`src/rtl/cacheline_adapter.sv`:
```
// Purpose: cache line port (256b) to banked burst memory (4 x 64b beats), one transaction in flight.
// Latency: write resp 5 cycles after request with bmem_ready high; read resp 1 cycle after 4th beat.
// Backpressure: bmem_ready low holds the current command/beat unchanged; the cache holds its request until ufp_resp.
//
// Ports:
//   clk, rst_n        - clock, synchronous active-low reset
//   ufp_*             - cache-facing line port (addr, read, write, wdata in; rdata, resp out)
//   bmem_addr/read/write/wdata/ready - burst command and write-beat channel
//   bmem_raddr/rdata/rvalid          - returning read beats
//
// Optional build macro: CACHELINE_ADAPTER_RADDR_CHECK_EN
//   When defined, a returning read beat is only taken if bmem_raddr[31:5]
//   matches the line being fetched; other beats are dropped without
//   advancing the beat counter. When undefined, bmem_raddr is ignored.
module cacheline_adapter (
    input  logic         clk,
    input  logic         rst_n,
    input  logic [31:0]  ufp_addr,
    input  logic         ufp_read,
    input  logic         ufp_write,
    input  logic [255:0] ufp_wdata,
    output logic [255:0] ufp_rdata,
    output logic         ufp_resp,
    output logic [31:0]  bmem_addr,
    output logic         bmem_read,
    output logic         bmem_write,
    output logic [63:0]  bmem_wdata,
    input  logic         bmem_ready,
    input  logic [31:0]  bmem_raddr,
    input  logic [63:0]  bmem_rdata,
    input  logic         bmem_rvalid
);

    typedef enum logic [2:0] {
        IDLE    = 3'd0,
        WR      = 3'd1,
        RD_REQ  = 3'd2,
        RD_WAIT = 3'd3,
        RESP    = 3'd4
    } state_t;

    state_t         state_q, state_d;
    logic [1:0]     cnt_q, cnt_d;       // beat index within the burst
    logic [26:0]    line_q, line_d;     // latched line address bits [31:5]
    logic [255:0]   buf_q, buf_d;       // read line under assembly
    logic [255:0]   rdata_q, rdata_d;   // last completed read line, shown on ufp_rdata

    logic           beat_ok;            // returning read beat is taken this cycle
    logic [7:0]     beat_lsb;           // bit offset of beat cnt_q within a line

    // Low address bits are don't-care by construction; the tag bits are only
    // consulted when the address check is built in.
    logic           unused_bits;
    assign unused_bits = ^{ufp_addr[4:0], bmem_raddr};

    assign beat_lsb = {cnt_q, 6'b0};

`ifdef CACHELINE_ADAPTER_RADDR_CHECK_EN
    // A beat tagged for some other line (e.g. a stray response) must not be
    // folded into this line, so it is simply not counted.
    assign beat_ok = bmem_rvalid && (bmem_raddr[31:5] == line_q);
`else
    assign beat_ok = bmem_rvalid;
`endif

    // ------------------------------------------------------------------
    // State register
    // ------------------------------------------------------------------
    always_ff @(posedge clk) begin
        if (!rst_n) begin
            state_q <= IDLE;
            cnt_q   <= 2'd0;
            line_q  <= 27'd0;
            buf_q   <= 256'd0;
            rdata_q <= 256'd0;
        end else begin
            state_q <= state_d;
            cnt_q   <= cnt_d;
            line_q  <= line_d;
            buf_q   <= buf_d;
            rdata_q <= rdata_d;
        end
    end

    // ------------------------------------------------------------------
    // Next state and outputs
    // ------------------------------------------------------------------
    always_comb begin
        state_d    = state_q;
        cnt_d      = cnt_q;
        line_d     = line_q;
        buf_d      = buf_q;
        rdata_d    = rdata_q;
        ufp_resp   = 1'b0;
        bmem_read  = 1'b0;
        bmem_write = 1'b0;
        bmem_addr  = 32'd0;
        bmem_wdata = 64'd0;

        case (state_q)
            IDLE: begin
                // Requests are only looked at here, so the request still
                // high during RESP can never start a second transaction.
                if (ufp_write) begin
                    line_d  = ufp_addr[31:5];
                    cnt_d   = 2'd0;
                    state_d = WR;
                end else if (ufp_read) begin
                    line_d  = ufp_addr[31:5];
                    state_d = RD_REQ;
                end
            end

            WR: begin
                bmem_write = 1'b1;
                bmem_addr  = {line_q, 5'b0};
                // The cache keeps wdata stable for the whole request, so
                // beats are sliced straight from its port, no local copy.
                bmem_wdata = ufp_wdata[beat_lsb +: 64];
                if (bmem_ready) begin
                    cnt_d = cnt_q + 2'd1;
                    if (cnt_q == 2'd3) begin
                        state_d = RESP;
                    end
                end
            end

            RD_REQ: begin
                bmem_read = 1'b1;
                bmem_addr = {line_q, 5'b0};
                if (bmem_ready) begin
                    cnt_d   = 2'd0;
                    state_d = RD_WAIT;
                end
            end

            RD_WAIT: begin
                if (beat_ok) begin
                    buf_d[beat_lsb +: 64] = bmem_rdata;
                    cnt_d = cnt_q + 2'd1;
                    if (cnt_q == 2'd3) begin
                        // Publish the full line only once it is complete so
                        // ufp_rdata keeps the previous line during a fetch.
                        rdata_d = buf_d;
                        state_d = RESP;
                    end
                end
            end

            RESP: begin
                ufp_resp = 1'b1;
                state_d  = IDLE;
            end

            default: begin
                state_d = IDLE;
            end
        endcase
    end

    assign ufp_rdata = rdata_q;

    // The burst port carries either a read command or a write beat, never both.
    a_rd_wr_exclusive: assert property (@(posedge clk) disable iff (!rst_n)
        !(bmem_read && bmem_write));

    // Completion is a single-cycle pulse.
    a_resp_pulse: assert property (@(posedge clk) disable iff (!rst_n)
        ufp_resp |=> !ufp_resp);

endmodule

```
`config.mk`:
```
export PLATFORM = sky130hd
export DESIGN_NAME = cacheline_adapter
export DESIGN_NICKNAME = d
export VERILOG_FILES = /design/src/rtl/cacheline_adapter.sv
export SDC_FILE = /design/constraint.sdc
export NUM_CORES = 1
export LEC_CHECK = 0
export BUFFER_PORTS_ARGS = -buffer_cell sky130_fd_sc_hd__buf_2
export CORE_AREA = 2 2 291 293
export CTS_CLUSTER_SIZE = 12
export DETAILED_ROUTE_END_ITERATION = 10
export DIE_AREA = 0 0 293 295
export HOLD_SLACK_MARGIN = 0.15
export PLACE_DENSITY = 0.47
export SYNTH_ARGS = -nofsm -noshare
export SYNTH_HDL_FRONTEND = slang
export SYNTH_SLANG_ARGS = --single-unit
```
`constraint.sdc`:
```
create_clock -name clk -period 8.65 [get_ports clk]
set_clock_uncertainty 0.2 [all_clocks]
set_input_delay 0.865 -clock clk [delete_from_list [all_inputs] [get_ports clk]]
set_output_delay 0.865 -clock clk [all_outputs]
set_load 0.005 [all_outputs]
```
==> Yosys cells after proc, flatten, opt, wreduce, memory -nomap -nowiden <==
Index checks and enable logic that the tools add are counted.
{ "classes": {"n_addsub": 2, "n_eq_ne": 10, "shift": 3, "muxes": 20, "reduce_logical": 9} }
{ "ops": {"columns": ["operator", "count"], "rows": [
  ["256-bit bitwise mux", 1],
  ["64-bit by 10-bit variable shift with 256-bit output, first input constant", 1],
  ["256-bit by 9-bit indexed part select with 64-bit output", 1],
  ["64-bit by 10-bit indexed part select with 256-bit output", 1],
  ["64-bit 2-to-1 mux", 1],
  ["27-bit 2-to-1 mux", 2],
  ["32-bit 2-to-1 mux", 1],
  ["3-bit 2-to-1 mux", 6],
  ["3-bit one-hot mux with 4 select lines", 1],
  ["8-bit negator with 10-bit output", 1],
  ["2-bit 2-to-1 mux", 4],
  ["2-bit != test, second input constant", 4],
  ["2-bit one-hot mux with 4 select lines", 1],
  ["3-bit by 2-bit equality test with 1-bit output, second input constant", 2],
  ["5-bit AND reduction", 1],
  ["2-bit AND reduction", 2],
  ["4-bit AND reduction", 1],
  ["4-bit nonzero test", 1],
  ["3-bit by 1-bit equality test with 1-bit output, second input constant", 1],
  ["3-bit equality test, second input constant", 1],
  ["3-bit logical NOT", 1],
  ["1-bit 2-to-1 mux", 3],
  ["3-bit != test, second input constant", 1],
  ["3-bit AND reduction", 1],
  ["other kinds (4)", 4]
]} }
{ "word_totals": {"reg_bits": 544, "inputBits": 390, "output_inout_bits": 355, "wordCells": 49} }

==> Longest topological paths before layout <==
Gate-level depths: netlist of the first run.
{ "logic_depth": {"ltp_word": 4, "ltp_mapped": 11, "ltp_nobuf": 6} }

==> Worst setup path before layout of the first run <==
OpenSTA, ideal clock, no wires.
{ "synth_path": {"kind": "register -> register", "startpoint": "register cnt_q[1]", "endpoint": "register buf_q[132]", "setup_time_ns": 0.065, "t_arrival_ns": 2.630, "t_required_ns": 8.385, "setup_slack_ns": 5.755, "stages_incl_launch_ff": 12, "path_buffers": 5, "period_less_slack_ns": 2.895, "cell_sequence": "dfxtp_1 > clkbuf_1 > buf_1 > inv_1 > ha_1 > buf_2 > or2_1 > buf_2 > nor3_4 > buf_6 > a22oi_1 > nor2b_1"} }
{ "synth_via": {"elab_chain_cells": 3, "elab_cells_between_ends": 4, "cone_classes": "add/sub (1); shift (2); mux (1)"} }
{ "synth_lines": {"columns": ["item", "line", "rtl"], "rows": [
  ["from (decl)", "43", "logic [1:0] cnt_q, cnt_d;"],
  ["from (signal assigned)", "78", "cnt_q <= cnt_d;"],
  ["8-bit negator with 10-bit output *", "139", "buf_d[beat_lsb +: 64] = bmem_rdata;"],
  ["64-bit by 10-bit indexed part select with 256-bit output / 64-bit by 10-bit variable shift with 256-bit output (equally long branches)", "139", null],
  ["256-bit bitwise mux *", "139", null],
  ["to (signal assigned)", "80", "buf_q <= buf_d;"],
  ["to (decl)", "45", "logic [255:0] buf_q, buf_d;"]
]} }
Every way passes the cells marked *; elsewhere a longest branch is shown, timed or not.
A chain may end at the register's enable or synchronous reset.

==> Final worst setup path of the first run <==
{ "layout_path": {"startpoint": "register cnt_q[0]", "endpoint": "output bmem_wdata[7]"} }
{ "layout_via": {"elab_chain_cells": 2} }
{ "layout_lines": {"columns": ["item", "line", "rtl"], "rows": [
  ["256-bit by 9-bit indexed part select with 64-bit output", "119", "bmem_wdata = ufp_wdata[beat_lsb +: 64];"],
  ["64-bit 2-to-1 mux", "100", "case (state_q)"],
  ["to (decl)", "27", "output logic [63:0] bmem_wdata,"]
]} }
No other way between the ends.

==> results of run 1 <==
## metal layers
metal	part of all wire [%]	routed length [um]	vias to the layer above
met5	0.22	265	-
met4	2.9	3430	38
met3	9.0	10700	211
met2	47	55200	768
met1	41	48600	10800
li1	-	-	10600
## final cells by class
type,instances,area (um^2),area share [%]
antenna,50,125,0.413
clock buffer,96,1920,6.32
clock inverter,21,295,0.974
inverter,6,22.5,0.0743
multi-input combinational,1840,11900,39.4
sequential,544,10900,36.0
tap,1080,1350,4.46
timing repair buffer,728,3760,12.4
## registers in the layout, summed over array words and instances (netlist names)
name / cells
buf_q: 256
cnt_q: 2
line_q: 27
state_q: 3
ufp_rdata: 256
## cells in the mapped netlist (3+ instances only)
cell and n:
nor3_1 3, nor2b_1 384, a21boi_0 92, dfxtp_1 544
buf_6 6, nor3_2 4, buf_4 7, nand2_1 127
o21ai_0 256, nor2_1 8, nand3_1 65, clkbuf_2 9
nand2b_1 3, a21oi_1 448, mux4_2 64, a22oi_1 255
clkbuf_1 236, inv_1 5, and2_1 68, and3_1 28
ha_1 6, buf_1 5, buf_2 70
## worst min path at each step
stage                          from  depth (start not counted)  slack [ns]        end
final                     buf_q[60]                          2        0.26  buf_q[60]
after global routing      buf_q[23]                          2        0.27  buf_q[23]
after CTS                 buf_q[43]                          2        0.26  buf_q[43]
after detailed placement  buf_q[30]                          2        0.25  buf_q[30]
after global placement    buf_q[30]                          2        0.25  buf_q[30]
after floorplan            buf_q[0]                          2        0.24   buf_q[0]
## cells by family after synthesis
family          count (synthesis)  share of synthesized area (%)
xor+xnor                        1                         0.0363
compound gates               1061                           25.8
flops                         544                           45.2
mux                            66                           6.06
buf+inv                       339                           5.98
fa+ha+maj                       6                          0.311
other cells                     1                         0.0156
simple gates                  701                           16.7
## power groups by stage
| stage | clock [mW] | combinational [mW] | sequential, mW |
|---|---|---|---|
| 2_1_floorplan | 0 | 0.447 | 2.60 |
| 3_3_place_gp | 0 | 0.782 | 2.62 |
| 3_5_place_dp | 0 | 0.774 | 2.62 |
| 4_1_cts | 2.91 | 0.778 | 2.57 |
| 5_1_grt | 3.00 | 0.821 | 2.57 |
| 6_report | 2.85 | 0.769 | 2.57 |
## cells in the final DEF (no fill, tap or decap), drive strengths merged, types with 2 or more instances in the layout
cell type	netlist	final
a21boi	92	92
a21oi	448	448
a22oi	255	255
and2	68	68
and3	28	28
buf	88	728
bufinv	0	4
clkbuf	245	96
clkinv	0	12
conb	1	5
dfxtp	544	544
diode	0	50
ha	6	6
inv	6	10
mux2i	2	2
mux4	64	64
nand2	127	127
nand2b	3	3
nand3	65	65
nand3b	2	2
nor2	10	10
nor2b	384	384
nor3	8	8
nor3b	2	2
o211a	2	2
o211ai	2	2
o21ai	257	257
o221ai	2	2
## stage by stage
| stage | instance area (um^2) | instances | total power, mW | util [%] |
|---|---|---|---|---|
| floorplan | 24100 | 2723 | 3.04 | - |
| detailed placement | 28000 | 4198 | 3.40 | 33.6 |
| CTS | 30200 | 4315 | 6.25 | 36.3 |
| global route | 30200 | 4329 | 6.39 | 36.3 |
| finish | 30300 | 4365 | 6.18 | 36.4 |
| global placement | 28000 | 4198 | 3.40 | 33.6 |
## critical path: stages (launching register included)
cell	delay [ns]
dfxtp_4	0.92
buf_4	0.63
mux4_2	0.60
and2_1	0.24
buf_2	0.17
==> results.py, run 1 <==
metrics = {
    "placed_design": {
        "portBuffers": 702,
        "pre_cts_ws_ns": 4.51,
        "hpwl_mm": 83.6,
        "gp_congestion": 0.975,
    },
    "power": {
        "seqPwrFrac_pct": 41.5,
        "powerDensity_nw_per_um2": 204,
        "switching_power_mw": 1.69,
        "p_int_mw": 4.49,
        "p_leak_nw": 12.2,
        "combPwrFrac_pct": 12.4,
        "swShare_pct": 27.4,
        "max-vdd-ir-drop_mv": 0.131,
        "clockPowerShare_pct": 46.0,
    },
    "timing": {
        "min_period_over_period_pct": 49.4,
        "drv_slew": 0,
        "setup_tns_ns": 0,
        "finalCriticalPeriod_ns": 4.28,
        "holdWs_ns": 0.257,
        "hold_viol_final": 0,
        "tightest_slew_ns": 1.24,
        "rsz0062_at_grt": "no",
        "setup_ws_ns": 4.37,
        "setup_viol": 0,
        "clock.fmax_mhz": 234,
        "timing.slew.headroom_pct": 17.2,
    },
    "worst_setup_path": {
        "arrival_ns": 3.21,
        "cp_max_fo": 45,
        "critPathCapture": "bmem_wdata[7]",
        "r2r_start": "cnt_q[0]",
        "cp-start-kind": "flop",
        "crit_start": "cnt_q[0]",
        "reg2reg_to": "ufp_rdata[130]",
        "crit_type": "flop to primary output",
        "reg2reg_depth": 7,
        "end_kind": "primary output",
        "required_ns": 7.59,
        "r2r_setup_slack_ns": 4.58,
    },
    "global_routing": {
        "antenna_found_initial": 108,
        "met3_usage_pct": 8.28,
        "top_usage_layer": "met2",
        "grt_use_met2_pct": 43.2,
        "grt_remaining_overflow": 0,
        "met1_usage_pct": 33.1,
        "grt_pass1_wl_mm": 163,
        "first_global_vias": 20700,
        "grt_max_degree": 253,
        "grt_usage_pct": 26.3,
    },
    "die": {
        "die_h_um": 295,
        "coreArea_um2": 83200,
        "die-area_um2": 86400,
        "core.rowCount": 106,
        "ios": 745,
        "start_util_pct": 29.0,
        "die_w_um": 293,
    },
    "detailed_routing": {
        "drtPass1Iterations": 5,
        "wl_mm": 118,
        "routed-via-count": 22400,
        "drc": 0,
        "viasPerCell": 5.14,
        "drtAntennaViolNets": 0,
        "drtIter0Drc": 1733,
        "avgRoutedWirePerCell_um": 27.1,
    },
    "synth": {
        "synth_top_area_share_pct": 45.2,
        "synth_area_leaders": "dfxtp_1 (45%), nor2b_1 (10%), a21oi_1 (9.3%), a22oi_1 (7.9%), mux4_2 (6.0%)",
        "synthCells": 2719,
        "synth_area_leader_cell": "dfxtp_1",
        "syn_avg_cell_area_um2": 8.87,
        "yosysUniqueCellTypes": 42,
        "async_flop_share_pct": 0,
        "yosysSeqAreaShare_pct": 45.2,
        "synth-edff-count": 0,
        "syn_area_um2": 24100,
        "synth_ff_type": "dfxtp_1",
        "ys_warn_count": 0,
        "synth-seq-cells": 544,
    },
    "clock_network": {
        "path_clk_slew_ns": 0.06,
        "cts_sinks": 544,
        "cts_tree": "yes",
        "post-cts-setup-buffers": 0,
        "htreeDepth": 3,
        "cts.repair.resized": 0,
        "cts_buffer_depth": 3,
        "insertion_delay_ns": 0.61,
        "cts-root-buf": "clkbuf_16",
        "cts_made_buffers": 66,
        "holdBufCountCts": 0,
    },
    "job": {
        "drv_cap": 0,
    },
    "layout": {
        "drive_gt1_share_pct": 28.4,
        "nFillCells": 8880,
        "nets": 3582,
        "area_growth_pct": 25.7,
    },
    "status": {
        "run_status": "finished, final reports clean",
    },
    "min_path": {
        "hp-class": "flop to flop",
    },
}
Power figures use the tool's default switching activity.
==> inputs of run 2 (changes only) <==
==> config.mk (replaced) <==
export PLATFORM = sky130hd
export DESIGN_NAME = cacheline_adapter
export DESIGN_NICKNAME = d
export VERILOG_FILES = /design/src/rtl/cacheline_adapter.sv
export SDC_FILE = /design/constraint.sdc
export NUM_CORES = 1
export LEC_CHECK = 0
export ABC_AREA = 1
export BUFFER_PORTS_ARGS = -buffer_cell sky130_fd_sc_hd__buf_2
export CORE_AREA = 2 2 290 292
export CTS_CLUSTER_SIZE = 12
export DETAILED_ROUTE_END_ITERATION = 10
export DIE_AREA = 0 0 292 294
export HOLD_SLACK_MARGIN = 0.15
export PLACE_DENSITY = 0.51
export SYNTH_ARGS = -nofsm -noshare
export SYNTH_HDL_FRONTEND = slang
export SYNTH_SLANG_ARGS = --single-unit
==> constraint.sdc (replaced) <==
create_clock -name clk -period 3.6 [get_ports clk]
set_clock_uncertainty 0.2 [all_clocks]
set_input_delay 0.36 -clock clk [delete_from_list [all_inputs] [get_ports clk]]
set_output_delay 0.36 -clock clk [all_outputs]
set_load 0.005 [all_outputs]
==> results.py, run 2 <==
metrics = {
    "clock_network": {
        "htreeDepth": 2,
        "path_clk_slew_ns": 0.06,
        "insertion_delay_ns": 0.63,
        "cts-root-buf": "clkbuf_16",
        "cts_sinks": 544,
        "cts_buffer_depth": 3,
        "post-cts-setup-buffers": 0,
        "cts_tree": "yes",
        "cts_made_buffers": 61,
    },
    "synth": {
        "post-synth-top-count-cell": "nor2_1",
        "synth_common_cells": "nor2_1 (1028), o21ai_0 (562), dfxtp_1 (544)",
        "yosysUniqueCellTypes": 27,
        "synth_ff_type": "dfxtp_1",
        "synth-seq-cells": 544,
        "synth_area_leaders": "dfxtp_1 (43%), nor2_1 (15%), o21ai_0 (11%), inv_1 (6.8%), nand2_1 (6.7%)",
        "synth_area_leader_cell": "dfxtp_1",
        "synth_top_area_share_pct": 42.6,
        "yosysSeqAreaShare_pct": 42.6,
        "syn_area_um2": 25600,
        "ys_warn_count": 0,
        "synthCells": 3873,
        "synth-edff-count": 0,
        "syn_avg_cell_area_um2": 6.60,
        "async_flop_share_pct": 0,
    },
    "detailed_routing": {
        "drtPass1Iterations": 5,
        "drtIter0Drc": 1699,
        "routed-via-count": 27400,
        "viasPerCell": 4.85,
        "drc": 0,
        "drtAntennaViolNets": 0,
        "wl_mm": 115,
        "avgRoutedWirePerCell_um": 20.5,
    },
    "die": {
        "coreArea_um2": 82900,
        "core.rowCount": 106,
        "ios": 745,
        "die_w_um": 292,
        "die_h_um": 294,
        "start_util_pct": 30.8,
        "die-area_um2": 85800,
    },
    "worst_setup_path": {
        "slowest_delay_ns": 0.40,
        "crit_chain": "buf_6 > buf_16 > nor2_1 > nor2_1 > o21ai_0 > a21oi_1 > buf_2",
        "arrival_ns": 2.88,
        "end_kind": "primary output",
        "crit_type": "flop to primary output",
        "slowest_stage": "buf_16",
        "cp-start-kind": "flop",
        "cp_max_fo": 124,
        "required_ns": 3.04,
        "cp_common_cell": "nor2_1",
    },
    "placed_design": {
        "gp_congestion": 0.938,
        "portBuffers": 702,
        "dp.cells": 5405,
        "hpwl_mm": 81.6,
    },
    "timing": {
        "setup_viol": 0,
        "rsz0062_at_grt": "no",
        "min_period_over_period_pct": 95.5,
        "timing.slew.headroom_pct": 32.2,
        "tightest_slew_ns": 1.02,
        "hold_viol_final": 0,
        "setup_tns_ns": 0,
        "finalCriticalPeriod_ns": 3.44,
        "drv_slew": 0,
        "clock.fmax_mhz": 291,
    },
    "global_routing": {
        "first_global_vias": 25200,
        "grt_pass1_wl_mm": 166,
        "antenna_found_initial": 56,
        "grt_max_degree": 187,
        "grt_usage_pct": 25.7,
        "grt_remaining_overflow": 0,
    },
    "layout": {
        "multi_input_area_um2": 11500,
        "nFillCells": 9127,
        "seqCellArea_um2": 10900,
        "nets": 4886,
        "area_growth_pct": 28.1,
        "post-route-util_pct": 39.5,
        "drive_gt1_share_pct": 19.0,
        "layout_commonest_cell": "nor2_1",
        "final_cell_mix": "nor2_1 (1028), buf_2 (701), o21ai_0 (562)",
        "final_cells": 5639,
    },
    "power": {
        "p_leak_nw": 16.0,
        "powerDensity_nw_per_um2": 609,
        "max-vdd-ir-drop_mv": 0.453,
    },
    "min_path": {
        "hp-class": "flop to flop",
    },
    "status": {
        "run_status": "finished, final reports clean",
    },
    "job": {
        "drv_cap": 0,
    },
}
-- run 2: through the flow --
step | power, mW | hold WS, ns | worst slack, ns | instance area [um^2]
finish | 19.9 | 0.250 | 0.161 | 32700
global route | 21.1 | 0.262 | 0.0728 | 32700
CTS | 20.2 | 0.253 | 0.0256 | 32700
detailed placement | 13.6 | 0.244 | 0.645 | 29600
global placement | 13.6 | 0.238 | 0.669 | 29600
floorplan | 11.0 | 0.230 | 0.925 | 25600
-- run 2: where the power goes --
| part | leakage (nW) | internal, mW | switching [mW] |
|---|---|---|---|
| combinational | 10.6 | 2.08 | 4.87 |
| sequential | 4.40 | 6.47 | 0.176 |
| clock | 0.993 | 3.71 | 2.64 |
-- run 2: layer usage --
layer	share of wire, %	global-route usage (%)	wire [um]
met4	4.9	12.4	5630
met2	50	45.8	57800
met1	39	29.3	44700
met3	6.3	5.29	7280
met5	0	0	0
-- run 2: area by class of cell --
cell class	count	share of cell area, %
multi-input combinational	2563	35.3
sequential	544	33.3
timing repair buffer	850	15.5
clock buffer	94	5.63
inverter	470	5.44
tap	1080	4.13
clock inverter	14	0.539
antenna	24	0.183
-- run 2: repair_timing --
item | in CTS | in global routing
endpoints found under the hold margin | 387 | 0
hold buffers | 102 | 0
pin swaps | 0 | 0
setup endpoints to repair | 3 | 7
gates resized for setup | 1 | 1
-- run 2: worst paths after layout --
check	from	endpoint	slack, ns	depth (start not counted)
max	cnt_q[0]	bmem_wdata[34]	0.16	7
min	line_q[21]	line_q[21]	0.25	2
max reg2reg	cnt_q[0]	state_q[0]	0.67	11
min reg2reg	line_q[21]	line_q[21]	0.25	2
-- run 2: critical path, delay by kind of cell (launching register included) --
family	cells	cell delay [ns]
AND/OR/NAND/NOR	2	0.20
flip-flops	1	0.36
buffers and inverters	3	0.92
AO/OA/AOI/OAI	2	0.62
-- run 2: logic make-up after synthesis --
family / Yosys count / share of synthesized area [%]
simple gates: 1517 / 22.6
fa+ha+maj: 6 / 0.294
buf+inv: 770 / 12.4
flops: 544 / 42.6
other cells: 1 / 0.0147
compound gates: 1035 / 22.1
==> inputs of run 3 (changes only) <==
--- a/config.mk
+++ b/config.mk
@@ -11,8 +11,11 @@
 export CTS_CLUSTER_SIZE = 12
 export DETAILED_ROUTE_END_ITERATION = 10
 export DIE_AREA = 0 0 292 294
+export GPL_ROUTABILITY_DRIVEN = 1
 export HOLD_SLACK_MARGIN = 0.15
+export MAX_ROUTING_LAYER = met4
 export PLACE_DENSITY = 0.51
+export REMOVE_ABC_BUFFERS = 1
 export SYNTH_ARGS = -nofsm -noshare
 export SYNTH_HDL_FRONTEND = slang
 export SYNTH_SLANG_ARGS = --single-unit
==> results.py, run 3 (same netlist as run 2, synthesis figures left out) <==
metrics = {
    "status": {
        "run_status": "finished, final reports clean",
    },
    "timing": {
        "clock.fmax_mhz": 304,
        "tightest_slew_ns": 1.28,
        "drv_slew": 0,
        "min_period_over_period_pct": 91.3,
        "hold_viol_final": 0,
        "timing.slew.headroom_pct": 13.6,
        "rsz0062_at_grt": "no",
        "setup_viol": 0,
        "finalCriticalPeriod_ns": 3.29,
    },
    "power": {
        "combPwrFrac_pct": 37.0,
        "swShare_pct": 40.3,
        "max-vdd-ir-drop_mv": 0.667,
        "switching_power_mw": 8.28,
        "p_int_mw": 12.3,
        "clockPowerShare_pct": 30.6,
        "seqPwrFrac_pct": 32.4,
        "powerDensity_nw_per_um2": 624,
        "p_leak_nw": 16.1,
    },
    "detailed_routing": {
        "routed-via-count": 27200,
        "drtPass1Iterations": 5,
        "drc": 0,
        "drtAntennaViolNets": 0,
        "wl_met1_mm": 52.2,
        "viasPerCell": 4.81,
        "wl_mm": 119,
        "met2_length_mm": 54.1,
        "avgRoutedWirePerCell_um": 21.1,
        "drtIter0Drc": 1922,
        "dr_wl_met3_mm": 8.33,
        "routed.top_layer": "met4",
    },
    "clock_network": {
        "cts.repair.resized": 0,
        "cts_buffer_depth": 3,
        "path_clk_slew_ns": 0.06,
        "cts_sinks": 544,
        "post-cts-setup-buffers": 0,
        "cts_tree": "yes",
        "cts_made_buffers": 60,
        "htreeDepth": 2,
        "insertion_delay_ns": 0.63,
        "holdBufCountCts": 120,
        "cts-root-buf": "clkbuf_16",
    },
    "worst_setup_path": {
        "crit_type": "flop to primary output",
        "end_kind": "primary output",
        "arrival_ns": 2.73,
        "cp-start-kind": "flop",
        "cp_max_fo": 74,
        "required_ns": 3.04,
    },
    "layout": {
        "post-route-cell-area_um2": 32900,
        "nFillCells": 8968,
        "nets": 4905,
        "layout_commonest_cell": "nor2_1",
        "area_growth_pct": 28.8,
        "drive_gt1_share_pct": 18.9,
        "final_cell_mix": "nor2_1 (1028), buf_2 (701), o21ai_0 (562)",
        "post-route-util_pct": 39.7,
    },
    "die": {
        "ios": 745,
        "die_h_um": 294,
        "coreArea_um2": 82900,
        "start_util_pct": 30.8,
        "die-area_um2": 85800,
        "die_w_um": 292,
        "core.rowCount": 106,
    },
    "placed_design": {
        "hpwl_mm": 80.7,
        "gp_congestion": 0.973,
        "portBuffers": 702,
        "dpl-instance-area_um2": 29700,
    },
    "global_routing": {
        "grt_max_degree": 205,
        "antenna_found_initial": 39,
        "grt_remaining_overflow": 0,
        "first_global_vias": 25000,
        "grt_pass1_wl_mm": 172,
        "grt_usage_pct": 27.5,
    },
    "job": {
        "drv_cap": 0,
    },
    "min_path": {
        "hp-class": "primary input to flop",
    },
}
## run 3: cell count changes in the layout (fill, tap and decap cells not counted), sizes merged
cell,delta
dlygate4sd3,+18
diode,-10
clkinv,+7
buf,+2
bufinv,+1
clkbuf,-1
inv,-1
## run 3: path summary, 6_finish.rpt
| check | startpoint | endpoint | slack (ns) | cells past startpoint |
|---|---|---|---|---|
| setup reg to reg | state_q[1] | ufp_rdata[178] | 0.55 | 8 |
| hold / removal | ufp_read | state_q[1] | 0.19 | 8 |
| hold reg to reg | line_q[15] | line_q[15] | 0.25 | 2 |
| setup / recovery | cnt_q[0] | bmem_wdata[44] | 0.31 | 6 |
## run 3: area by class of cell
cell class              count  area [um^2]  share of cell area (%)
diodes                     14         35.0                   0.106
clock buffers              93         1760                    5.34
clock inverters            21          236                   0.718
inverters                 470         1790                    5.45
multi-input cells        2563        11600                    35.2
flip-flops and latches    544        10900                    33.1
well taps                1080         1350                    4.11
repair buffers            870         5270                    16.0
## run 3: through the flow
stage | power [mW] | setup slack (ns) | hold WS (ns) | instances | TNS, ns
final | 20.5 | 0.313 | 0.190 | 5655 | 0
after CTS | 20.7 | 0.373 | 0.157 | 5641 | 0
after global routing | 21.6 | 0.218 | 0.221 | 5651 | 0
after global placement | 14.2 | 0.881 | 0.242 | 5407 | 0
after detailed placement | 14.1 | 0.842 | 0.246 | 5407 | 0
after floorplan | 10.7 | -5.95 | 0.229 | 3577 | -3035.62
## run 3: worst max-delay path, stage by stage (launching register included)
cell and delay, ns:
dfxtp_4 0.40, buf_12 0.30, nor2_1 0.11, nor2_1 0.57, o21ai_0 0.27, a21oi_1 0.19, buf_2 0.15
## run 3: layer usage
metal	up-vias	GRT usage [%]
met5	-	-
met4	0	9.76
met3	177	4.72
met2	822	43.2
met1	12700	35.5
li1	13500	-
## run 3: power by group through the flow
stage / clock (mW) / combinational (mW) / sequential [mW]
4_1_cts: 6.43 / 7.57 / 6.65
5_1_grt: 6.68 / 8.27 / 6.70
3_5_place_dp: 0 / 7.37 / 6.78
6_report: 6.29 / 7.59 / 6.65
3_3_place_gp: 0 / 7.38 / 6.77
2_1_floorplan: 0 / 3.73 / 6.95
